===== src/rtl/sw_seq_reader.sv =====
// -----------------------------------------------------------------------------
// sw_seq_reader
// Read-side controller for the Smith-Waterman sequence buffer FIFO. On start it
// pops exactly seq_len symbols and streams them to the systolic PE array on a
// valid/ready interface, tagging the final symbol with out_last and pulsing
// done once that symbol has been accepted downstream.
//
// A 2-entry output buffer decouples the FIFO read strobe from out_ready, so
// fifo_rd never depends combinationally on out_ready yet one symbol per cycle
// still flows when the consumer is always ready.
//
// Optional feature macro: SW_SEQ_READER_ZERO_CHECK_EN
//   defined   : err_unwritten is a sticky flag set whenever a captured symbol
//               is 0x00 (an unwritten FIFO slot); cleared by reset or the next
//               accepted start.
//   undefined : err_unwritten is tied 0.
//
// Ports:
//   clk            clock, rising edge
//   reset          asynchronous active-high reset
//   start          one-cycle start command (honoured in IDLE only)
//   abort          synchronous cancel, any state, highest priority
//   seq_len        symbols to read, sampled on accepted start
//   fifo_empty     FIFO has no unread entry
//   fifo_rdata     FIFO data at current read pointer (combinational)
//   fifo_en        FIFO enable, mirrors fifo_rd
//   fifo_rd        FIFO pop strobe
//   out_valid      out_data holds a symbol
//   out_ready      downstream accept
//   out_data       symbol to PE array
//   out_last       final symbol of the sequence
//   busy           high in RUN and DRAIN
//   done           one-cycle completion pulse
//   err_unwritten  sticky zero-symbol flag
// -----------------------------------------------------------------------------
module sw_seq_reader #(
  parameter int DATA_WIDTH = 8,
  parameter int LEN_WIDTH  = 7
) (
  input  logic                  clk,
  input  logic                  reset,
  input  logic                  start,
  input  logic                  abort,
  input  logic [LEN_WIDTH-1:0]  seq_len,
  input  logic                  fifo_empty,
  input  logic [DATA_WIDTH-1:0] fifo_rdata,
  output logic                  fifo_en,
  output logic                  fifo_rd,
  output logic                  out_valid,
  input  logic                  out_ready,
  output logic [DATA_WIDTH-1:0] out_data,
  output logic                  out_last,
  output logic                  busy,
  output logic                  done,
  output logic                  err_unwritten
);

  typedef enum logic [1:0] {
    S_IDLE  = 2'd0,
    S_RUN   = 2'd1,
    S_DRAIN = 2'd2,
    S_DONE  = 2'd3
  } state_t;

  state_t                r_state;
  state_t                w_state_next;
  logic [LEN_WIDTH-1:0]  r_remain;
  logic [DATA_WIDTH-1:0] r_buf_data [2];
  logic [1:0]            r_buf_last;
  logic                  r_head;
  logic                  r_tail;
  logic [1:0]            r_buf_cnt;
  logic                  w_rd;
  logic                  w_accept;
  logic                  w_start_ok;

  assign out_valid = (r_buf_cnt != 2'd0);
  assign out_data  = r_buf_data[r_head];
  // Gate with valid so a stale tag left in the head slot is never exposed.
  assign out_last  = out_valid & r_buf_last[r_head];
  assign w_accept  = out_valid & out_ready;

  // State register
  always_ff @(posedge clk or posedge reset) begin
    if (reset) begin
      r_state <= S_IDLE;
    end else begin
      r_state <= w_state_next;
    end
  end

  // Next state and control outputs
  always_comb begin
    w_state_next = r_state;
    w_rd         = 1'b0;
    w_start_ok   = 1'b0;
    busy         = 1'b0;
    done         = 1'b0;
    case (r_state)
      S_IDLE: begin
        if (start) begin
          w_start_ok   = 1'b1;
          w_state_next = (seq_len == '0) ? S_DONE : S_RUN;
        end
      end
      S_RUN: begin
        busy = 1'b1;
        // Depends only on registered state and fifo_empty: no out_ready term.
        w_rd = (r_remain != '0) & ~fifo_empty & (r_buf_cnt < 2'd2);
        if (w_rd && (r_remain == LEN_WIDTH'(1))) begin
          w_state_next = S_DRAIN;
        end
      end
      S_DRAIN: begin
        busy = 1'b1;
        if (w_accept && r_buf_last[r_head]) begin
          w_state_next = S_DONE;
        end
      end
      S_DONE: begin
        done         = 1'b1;
        w_state_next = S_IDLE;
      end
      default: w_state_next = S_IDLE;
    endcase
    if (abort) begin
      w_state_next = S_IDLE;
      w_rd         = 1'b0;
      w_start_ok   = 1'b0;
      done         = 1'b0;
    end
  end

  assign fifo_rd = w_rd;
  assign fifo_en = w_rd;

  // Remaining count and 2-entry output buffer
  always_ff @(posedge clk or posedge reset) begin
    if (reset) begin
      r_remain   <= '0;
      r_buf_last <= '0;
      r_head     <= 1'b0;
      r_tail     <= 1'b0;
      r_buf_cnt  <= 2'd0;
      for (int i = 0; i < 2; i++) begin
        r_buf_data[i] <= '0;
      end
    end else if (abort) begin
      r_remain  <= '0;
      r_head    <= 1'b0;
      r_tail    <= 1'b0;
      r_buf_cnt <= 2'd0;
    end else begin
      if (w_start_ok) begin
        r_remain <= seq_len;
      end
      if (w_rd) begin
        r_buf_data[r_tail] <= fifo_rdata;
        r_buf_last[r_tail] <= (r_remain == LEN_WIDTH'(1));
        r_tail             <= ~r_tail;
        r_remain           <= r_remain - LEN_WIDTH'(1);
      end
      if (w_accept) begin
        r_head <= ~r_head;
      end
      // Simultaneous capture and accept leave the occupancy unchanged.
      case ({w_rd, w_accept})
        2'b10:   r_buf_cnt <= r_buf_cnt + 2'd1;
        2'b01:   r_buf_cnt <= r_buf_cnt - 2'd1;
        default: r_buf_cnt <= r_buf_cnt;
      endcase
    end
  end

`ifdef SW_SEQ_READER_ZERO_CHECK_EN
  logic r_err;

  // Start and capture never coincide (capture only happens in RUN).
  always_ff @(posedge clk or posedge reset) begin
    if (reset) begin
      r_err <= 1'b0;
    end else if (w_start_ok) begin
      r_err <= 1'b0;
    end else if (w_rd && (fifo_rdata == '0)) begin
      r_err <= 1'b1;
    end
  end

  assign err_unwritten = r_err;
`else
  assign err_unwritten = 1'b0;
`endif

endmodule


===== config.mk =====
export PLATFORM = sky130hd
export DESIGN_NAME = sw_seq_reader
export DESIGN_NICKNAME = d
export VERILOG_FILES = /design/src/rtl/sw_seq_reader.sv
export SDC_FILE = /design/constraint.sdc
export NUM_CORES = 1
export LEC_CHECK = 0
export BUFFER_PORTS_ARGS = -buffer_cell sky130_fd_sc_hd__buf_2
export CORE_MARGIN = 2
export CORE_UTILIZATION = 54
export CTS_CLUSTER_DIAMETER = 80
export DETAILED_ROUTE_END_ITERATION = 8
export PLACE_DENSITY = 0.89
export SKIP_CTS_REPAIR_TIMING = 1
export SYNTH_ARGS = -nofsm -noshare
export SYNTH_HDL_FRONTEND = slang
export SYNTH_SLANG_ARGS = --single-unit

===== constraint.sdc =====
create_clock -name clk -period 2.65 [get_ports clk]
set_clock_uncertainty 0.2 [all_clocks]
set_input_delay 0.1325 -clock clk [delete_from_list [all_inputs] [get_ports clk]]
set_output_delay 0.1325 -clock clk [all_outputs]
set_load 0.01 [all_outputs]

Yosys cells after proc, flatten, opt, wreduce, memory -nomap -nowiden
Cells that the tools add are included. Widths: inputs -> output; s select.

Bits in registers: 31. Bits of input ports: 21.

$add $sub $neg: 3. $lt $le $gt $ge: 7. Eq/ne operators: 9. Muxes and demuxes: 34. Bitwise logic cells: 10. Reductions and logical operators: 15.

Operators by type and width (number): $mux 8 (4); $mux 7 (3); $bwmux 16 (1); $mux 1 (15); $mux 2 (6); $ne 3x3->1 const B (3); $demux 8 s1 (1); $pmux 2 s4 (1); $eq 7x1->1 const B (1); $logic_not 7->1 (1); $reduce_bool 7->1 (1); $sub 7x1->7 const B (1); $eq 2x2->1 const B (3); $reduce_bool 2->1 (3); $reduce_bool 3->1 (2); $and 1x1->1 (4); $eq 2x1->1 const B (2); $ge 2x2->1 const B (2); $logic_and 1x1->1 (4); $lt 1x2->1 const B (2); $not 1->1 (4); $not 1->2 (2); $pmux 2 s2 (1); $reduce_and 3->1 (1); other kinds (10) (10).

Logic depth before layout (Yosys ltp)
Gate-level depths: netlist (run 1).

Depth after elaboration: 8. Depth in mapped cells: 7. Gate-level depth less buffers: 6.

Least setup slack after synthesis (run 1)
OpenSTA, ideal clock, no wires.

Path kind: reg2reg. Start point: reg r_remain[0]. End point: reg r_buf_data[10] (netlist name). Setup time: 125 ps. Arrival time: 1763 ps. Slack: 562 ps. Cell stages (with the launch flop): 8. Buffers on the path: 1. Period minus slack after synthesis: 2088 ps. Cells stage by stage: dfrtp_1 inv_1 ha_1 clkbuf_1 nand2b_1 o21ai_4 nor2_4 mux2_4.

Cells in the longest elaborated chain, start to end: 6.

Ends and longest elaborated chain: start, declared (RTL line 67) `logic [LEN_WIDTH-1:0] r_remain;`; start signal, assigned (RTL line 155) `r_remain <= seq_len;`; start signal, assigned (RTL line 161) `r_remain <= r_remain - LEN_WIDTH'(1);`; $reduce_bool 7->1 (RTL line 109) `w_rd = (r_remain != '0) & ~fifo_empty & (r_buf_cnt < 2'd2);`; $and 1x1->1 (2 in a row) (RTL line 109); $mux 1 (RTL line 99) `case (r_state)`; $mux 1 (RTL line 126) `if (abort) begin`; $reduce_and 2->1 (no line); end signal, assigned by index (RTL line 158) `r_buf_data[r_tail] <= fifo_rdata;`; end, declared (RTL line 68) `logic [DATA_WIDTH-1:0] r_buf_data [2];`.

Every way passes these cells. A chain may end at the register's enable or synchronous reset.

Worst setup path after layout (run 1)
Start point: reg r_remain[3]. End point: out fifo_en.

Cells in the longest elaborated chain, start to end: 5.

Ends and longest elaborated chain: $reduce_bool 7->1 (RTL line 109); $and 1x1->1 (2 in a row) (RTL line 109); $mux 1 (RTL line 99); $mux 1 (RTL line 126); end, declared (RTL line 47) `output logic fifo_en,`.

Every way passes these cells.

==> results.sh, run 1 <==
export IMPL_area_delta_synth_final_pct=24.0
export IMPL_synth_nets=186
export IMPL_htree_levels=2
export IMPL_r2r_setup_slack_ps=380
export IMPL_setup_violations=0
export IMPL_fill_cells=236
export IMPL_mostFrequentLayoutCell="buf_2"
export IMPL_avgSynthCellArea_um2=11.5
export IMPL_fin_crit_sh_pct=89.1
export IMPL_grt_max_degree=32
export IMPL_cts_sinks=31
export IMPL_max_stage_delay_ps=720
export IMPL_drt_total_wl_um=3840
export IMPL_comb_power_share_pct=49.1
export IMPL_ios=36
export IMPL_max_slew_margin_pct=57.1
export IMPL_power_density_nw_per_um2=892
export IMPL_dpl_hpwl_um=2580
export IMPL_grt_overflow_total=0
export IMPL_insertion_delay_ps=340
export IMPL_fp_dieArea_um2=3850
export IMPL_cp_max_fo=5
export IMPL_clkPwrFrac_pct=13.2
export IMPL_ff2ff_path_depth=6
export IMPL_io_buffer_count=34
export IMPL_fin_nets=240
export IMPL_drive_above_1_share_pct=36.4
export IMPL_crit_slowest_cell="or4_1"
export IMPL_worstHoldEndpoint="r_buf_cnt[0]"
export IMPL_ys_types=42
export IMPL_synth_seq_cells=31
export IMPL_final_cell_area_um2=2260
export IMPL_rsz0062_at_grt="false"
export IMPL_min_path_cells=2
export IMPL_outcome="complete, but fails checks"
export IMPL_viasPerCell=5.54
export IMPL_synth_top_area_share_pct=42.6
export IMPL_rr_endpoint="r_buf_data[14]"
export IMPL_grt_pass1_wl_um=5540
export IMPL_internal_power_mw=1.23
export IMPL_worstSetupPathType="reg2out"
export IMPL_fin_util_pct=68.8
export IMPL_ys_seq_area_share_pct=42.6
export IMPL_layout_common_cells="buf_2, dfrtp_1, dlygate4sd3_1"
export IMPL_holdWs_ps=-25.2
export IMPL_vdd_drop_max_mv=0.472
export IMPL_rows=21
export IMPL_grt_pass1_vias=1258
export IMPL_cp_start_kind="register"
export IMPL_die_w_um=62.1
export IMPL_gp_congestion=0.831
export IMPL_cts_buffers_inserted=5
export IMPL_yosysWarningCount=0
export IMPL_cts_root_buf="clkbuf_4"
export IMPL_worst_pin_slew_ps=638
export IMPL_synthCells=159
export IMPL_drc_errors=0
export IMPL_netlist_top_cells_area="dfrtp_1, mux2_2, mux2_4"
export IMPL_netSwitchingFraction_pct=38.8
export IMPL_die_h_um=62.1
export IMPL_worstPathCellList="or4_1 -> o21ai_4 -> inv_1 -> buf_2"
export IMPL_switchingPower_mw=0.783
export IMPL_p_seq_share_pct=37.7
export IMPL_drtPass1Iterations=4
export IMPL_antenna_found_initial=0
export IMPL_diodes=0
export IMPL_syn_area_um2=1820
export IMPL_place_area_um2=2030
export IMPL_setup_tns_final_ps=0
export IMPL_cts_tree="built"
export IMPL_vias=1441
export IMPL_timing_final_max_slew_violations=0
export IMPL_core_area_um2=3280
export IMPL_fmax_ghz=0.423
export IMPL_setup_ws_ps=288
export IMPL_violations="negative hold slack"
export IMPL_final_min_clock_period_ps=2360
export IMPL_p_total_mw=2.02
export IMPL_clockBufferDepth=2
export IMPL_hp_start="abort"
export IMPL_total_leakage_power_nw=1.08
export IMPL_endpoint_kind="output port"
export IMPL_hp_class="in2reg"
export IMPL_wire_per_inst_um=14.8
export IMPL_dp_cells=234
export IMPL_maxCapViolCount=0
export IMPL_place_worst_setup_slack_ps=415
export IMPL_grt_use_total_pct=19.9
export IMPL_antenna_left=0
export IMPL_critPathArrivalTime_ps=2030
export IMPL_clk_pin_slew_worst_paths_ps=100
export IMPL_required_ps=2320
export IMPL_final_cell_count_no_fill=260
export IMPL_drtIter0Drc=68
export IMPL_rr_startpoint="r_remain[0]"
export IMPL_start_util_pct=55.5
export IMPL_hold_viol=2
export IMPL_yosysTopAreaCell="dfrtp_1"
registers in the layout (all words and copies together), names as in the netlist:
name / flops
r_buf_data: 16
r_remain: 7
r_buf_cnt: 2
r_buf_last: 2
r_state: 2
r_head: 1
r_tail: 1
per-layer routing:
layer	track usage [%]	vias up	share of wire [%]
li1	-	686	-
met1	26.8	694	47
met3	6.00	7	5.9
met4	7.29	0	1.3
met5	0	-	0
met2	30.4	54	46
Yosys cell counts (all sizes together):
cell / count
o21a: 1
a21oi: 6
nor2b: 3
ha: 6
nand3: 2
nand2: 2
a31oi: 4
clkbuf: 4
buf: 4
a21o: 2
o221a: 1
conb: 1
o21ai: 7
a221oi: 2
nand2b: 3
inv: 10
or2: 1
nor2: 10
or3b: 1
o32ai: 4
or4: 1
xor2: 3
nand4: 1
a41o: 2
o211ai: 1
nor3: 5
mux2: 26
nor4: 2
dfrtp: 31
nor3b: 1
xnor2: 2
nor4b: 1
a2bb2oi: 1
and3: 2
a211oi: 2
mux2i: 3
o2bb2ai: 1
power by group through the flow:
stage          combinational, mW  clock [mW]  sequential [mW]
6_report                   0.989       0.266            0.760
5_1_grt                     1.09       0.291            0.780
4_1_cts                    0.958       0.267            0.758
3_5_place_dp               0.949           0            0.765
3_3_place_gp               0.927           0            0.757
2_1_floorplan              0.774           0            0.716
cell families (layout without fill, tap and decap cells):
family                   count (synthesis)  after routing  synth area share (%)
adder cells (fa/ha/maj)                  6              6                  4.12
buffers and inverters                   18             73                  4.40
AND/OR/NAND/NOR                         35             35                  11.5
flip-flops                              31             31                  42.6
multiplexers                            29             29                  19.6
XOR/XNOR                                 5              5                  2.40
AO/OA/AOI/OAI                           34             34                  15.2
other                                    1              1                 0.206
cell type report:
cell class	instances	area, µm²	share of cell area (%)
clock inverter	1	5.00	0.221
multi-input combinational	110	966	42.7
timing repair buffer	55	373	16.5
inverter	10	37.5	1.66
tap	46	57.6	2.55
clock buffer	7	45.0	1.99
sequential	31	776	34.3
worst max-delay path: cells and delay by family, from the launching register on:
kind,cells,cell delay (ps)
buffers and inverters,2,230
flip-flops,1,420
AO/OA/AOI/OAI,1,320
AND/OR/NAND/NOR,1,720
how the worst max path moves through the flow:
| stage | slack (ps) | end | depth (start not counted) | startpoint |
|---|---|---|---|---|
| floorplan | 560 | r_buf_data[10] | 7 | r_remain[0] |
| CTS | 290 | fifo_en | 4 | r_remain[3] |
| global placement | 440 | r_remain[1] | 6 | r_state[1] |
| global route | 200 | fifo_en | 4 | r_remain[3] |
| detailed placement | 420 | r_buf_data[7] | 3 | r_remain[3] |
| finish | 290 | fifo_en | 4 | r_remain[3] |
No activity file was read; power rests on OpenSTA's default activity.
==> run 2: changes to the inputs <==
--- a/config.mk
+++ b/config.mk
@@ -10,7 +10,7 @@
 export CORE_UTILIZATION = 54
 export CTS_CLUSTER_DIAMETER = 80
 export DETAILED_ROUTE_END_ITERATION = 8
-export PLACE_DENSITY = 0.89
+export PLACE_DENSITY = 0.76
 export SKIP_CTS_REPAIR_TIMING = 1
 export SYNTH_ARGS = -nofsm -noshare
 export SYNTH_HDL_FRONTEND = slang
==> run 2 against run 1 <==
Net effect: global-route usage grew 1.4 points; cell count shrank 1.5%; non-clock buffer count decreased by 3; count of clock-buffer cells in the layout fell by 1; sequential power barely moved; register-to-register slack worse by 30 ps; largest power group unchanged; largest cell class unchanged; the flow now finishes without violations; setup slack about the same.
==> results.sh, run 2 (synthesis gave the netlist of run 1 again) <==
export IMPL_outcome="completed"
export IMPL_worstHoldEndpoint="r_buf_cnt[0]"
export IMPL_fp_dieArea_um2=3850
export IMPL_power_density_nw_per_um2=904
export IMPL_grt_use_total_pct=21.3
export IMPL_wl_met2_um=2040
export IMPL_cts_buffers_inserted=5
export IMPL_clk_pin_slew_worst_paths_ps=100
export IMPL_wire_per_inst_um=15.5
export IMPL_total_leakage_power_nw=1.07
export IMPL_ff2ff_path_depth=6
export IMPL_min_path_cells=2
export IMPL_fin_crit_sh_pct=89.1
export IMPL_fmax_ghz=0.423
export IMPL_rr_endpoint="r_buf_data[13]"
export IMPL_largest_reg_flops=16
export IMPL_clockBufferDepth=2
export IMPL_fin_nets=237
export IMPL_viasPerCell=5.60
export IMPL_comb_power_share_pct=48.6
export IMPL_layout_common_cells="buf_2, dfrtp_1, mux2_2"
export IMPL_cts_root_buf="clkbuf_4"
export IMPL_max_stage_delay_ps=720
export IMPL_grt_pass1_wl_um=5910
export IMPL_p_seq_share_pct=37.7
export IMPL_worstPathCellList="or4_1 -> o21ai_4 -> inv_1 -> buf_2"
export IMPL_met3_length_um=167
export IMPL_final_min_clock_period_ps=2360
export IMPL_timing_final_max_slew_violations=0
export IMPL_switchingPower_mw=0.780
export IMPL_drt_total_wl_um=3960
export IMPL_required_ps=2320
export IMPL_grt_overflow_total=0
export IMPL_gp_congestion=0.926
export IMPL_hold_viol=0
export IMPL_critPathArrivalTime_ps=2030
export IMPL_setup_tns_final_ps=0
export IMPL_wl_met1_um=1720
export IMPL_drc_errors=0
export IMPL_ios=36
export IMPL_htree_levels=2
export IMPL_grt_pass1_vias=1300
export IMPL_hp_start="abort"
export IMPL_antenna_left=0
export IMPL_cts_sinks=31
export IMPL_mostFrequentLayoutCell="buf_2"
export IMPL_rows=21
export IMPL_grt_max_degree=32
export IMPL_setup_violations=0
export IMPL_top_regs="r_buf_data x16, r_remain x7"
export IMPL_die_h_um=62.1
export IMPL_start_util_pct=55.5
export IMPL_cp_max_fo=5
export IMPL_cts_tree="built"
export IMPL_fill_cells=257
export IMPL_hp_class="in2reg"
export IMPL_worstSetupPathType="reg2out"
export IMPL_max_slew_margin_pct=57.4
export IMPL_crit_slowest_cell="or4_1"
export IMPL_antenna_found_initial=0
export IMPL_drtPass1Iterations=4
export IMPL_rsz0062_at_grt="false"
export IMPL_cp_start_kind="register"
export IMPL_area_delta_synth_final_pct=22.9
export IMPL_worst_pin_slew_ps=634
export IMPL_vias=1433
export IMPL_maxCapViolCount=0
export IMPL_diodes=0
export IMPL_dr_max_layer_used="met4"
export IMPL_core_area_um2=3280
export IMPL_io_buffer_count=34
export IMPL_clkPwrFrac_pct=13.7
export IMPL_largest_register="r_buf_data"
export IMPL_vdd_drop_max_mv=0.463
export IMPL_die_w_um=62.1
export IMPL_drive_above_1_share_pct=37.1
export IMPL_rr_startpoint="r_remain[0]"
export IMPL_holdWs_ps=5.13
export IMPL_drtIter0Drc=100
export IMPL_internal_power_mw=1.24
export IMPL_r2r_setup_slack_ps=350
export IMPL_insertion_delay_ps=330
export IMPL_dpl_hpwl_um=2760
export IMPL_endpoint_kind="output port"
export IMPL_netSwitchingFraction_pct=38.6
-- run 2: cell type report --
| cell class | count | area (µm²) | share of cell area (%) |
|---|---|---|---|
| flip-flops and latches | 31 | 776 | 34.7 |
| clock buffers | 6 | 51.3 | 2.29 |
| multi-input cells | 110 | 966 | 43.2 |
| inverters | 10 | 37.5 | 1.68 |
| repair buffers | 52 | 345 | 15.4 |
| well taps | 46 | 57.6 | 2.57 |
| clock inverters | 1 | 5.00 | 0.224 |
-- run 2: power groups by stage --
stage                     logic, mW  registers, mW  clock network (mW)
after floorplan               0.774          0.716                   0
after global placement        0.931          0.757                   0
after detailed placement      0.961          0.768                   0
after CTS                     0.967          0.761               0.289
after global routing           1.09          0.781               0.312
final                         0.984          0.763               0.276
-- run 2: per-layer routing --
metal / track usage (%) / vias up
met3: 6.21 / 2
met2: 37.4 / 41
met4: 4.86 / 0
met1: 25.7 / 716
met5: 0 / -
li1: - / 674
-- run 2: worst max-delay path, delay by kind of cell (launching register included) --
| kind | cells | cell delay, ps |
|---|---|---|
| AND/OR/NAND/NOR | 1 | 720 |
| flip-flops | 1 | 430 |
| AO/OA/AOI/OAI | 1 | 320 |
| buffers and inverters | 2 | 230 |
-- run 2: worst max-delay path by stage --
stage,start,to,cells after the start
after detailed placement,r_remain[3],r_buf_data[1],3
after global placement,r_remain[3],r_buf_data[2],3
after CTS,r_remain[3],fifo_en,4
after global routing,r_remain[0],fifo_rd,6
final,r_remain[3],fifo_rd,4
after floorplan,r_remain[0],r_buf_data[10],7
-- run 2: per-stage QoR --
stage          setup WS (ps)  cell area, µm²  utilization (%)  total power [mW]  instances
6_report                 289            2240             68.2              2.02        256
5_1_grt                  175            2240             68.2              2.18        256
4_1_cts                  271            2080             63.3              2.02        240
3_5_place_dp             375            2020             61.6              1.73        233
3_3_place_gp             377            2020             61.6              1.69        233
2_1_floorplan            562            1820                -              1.49        159
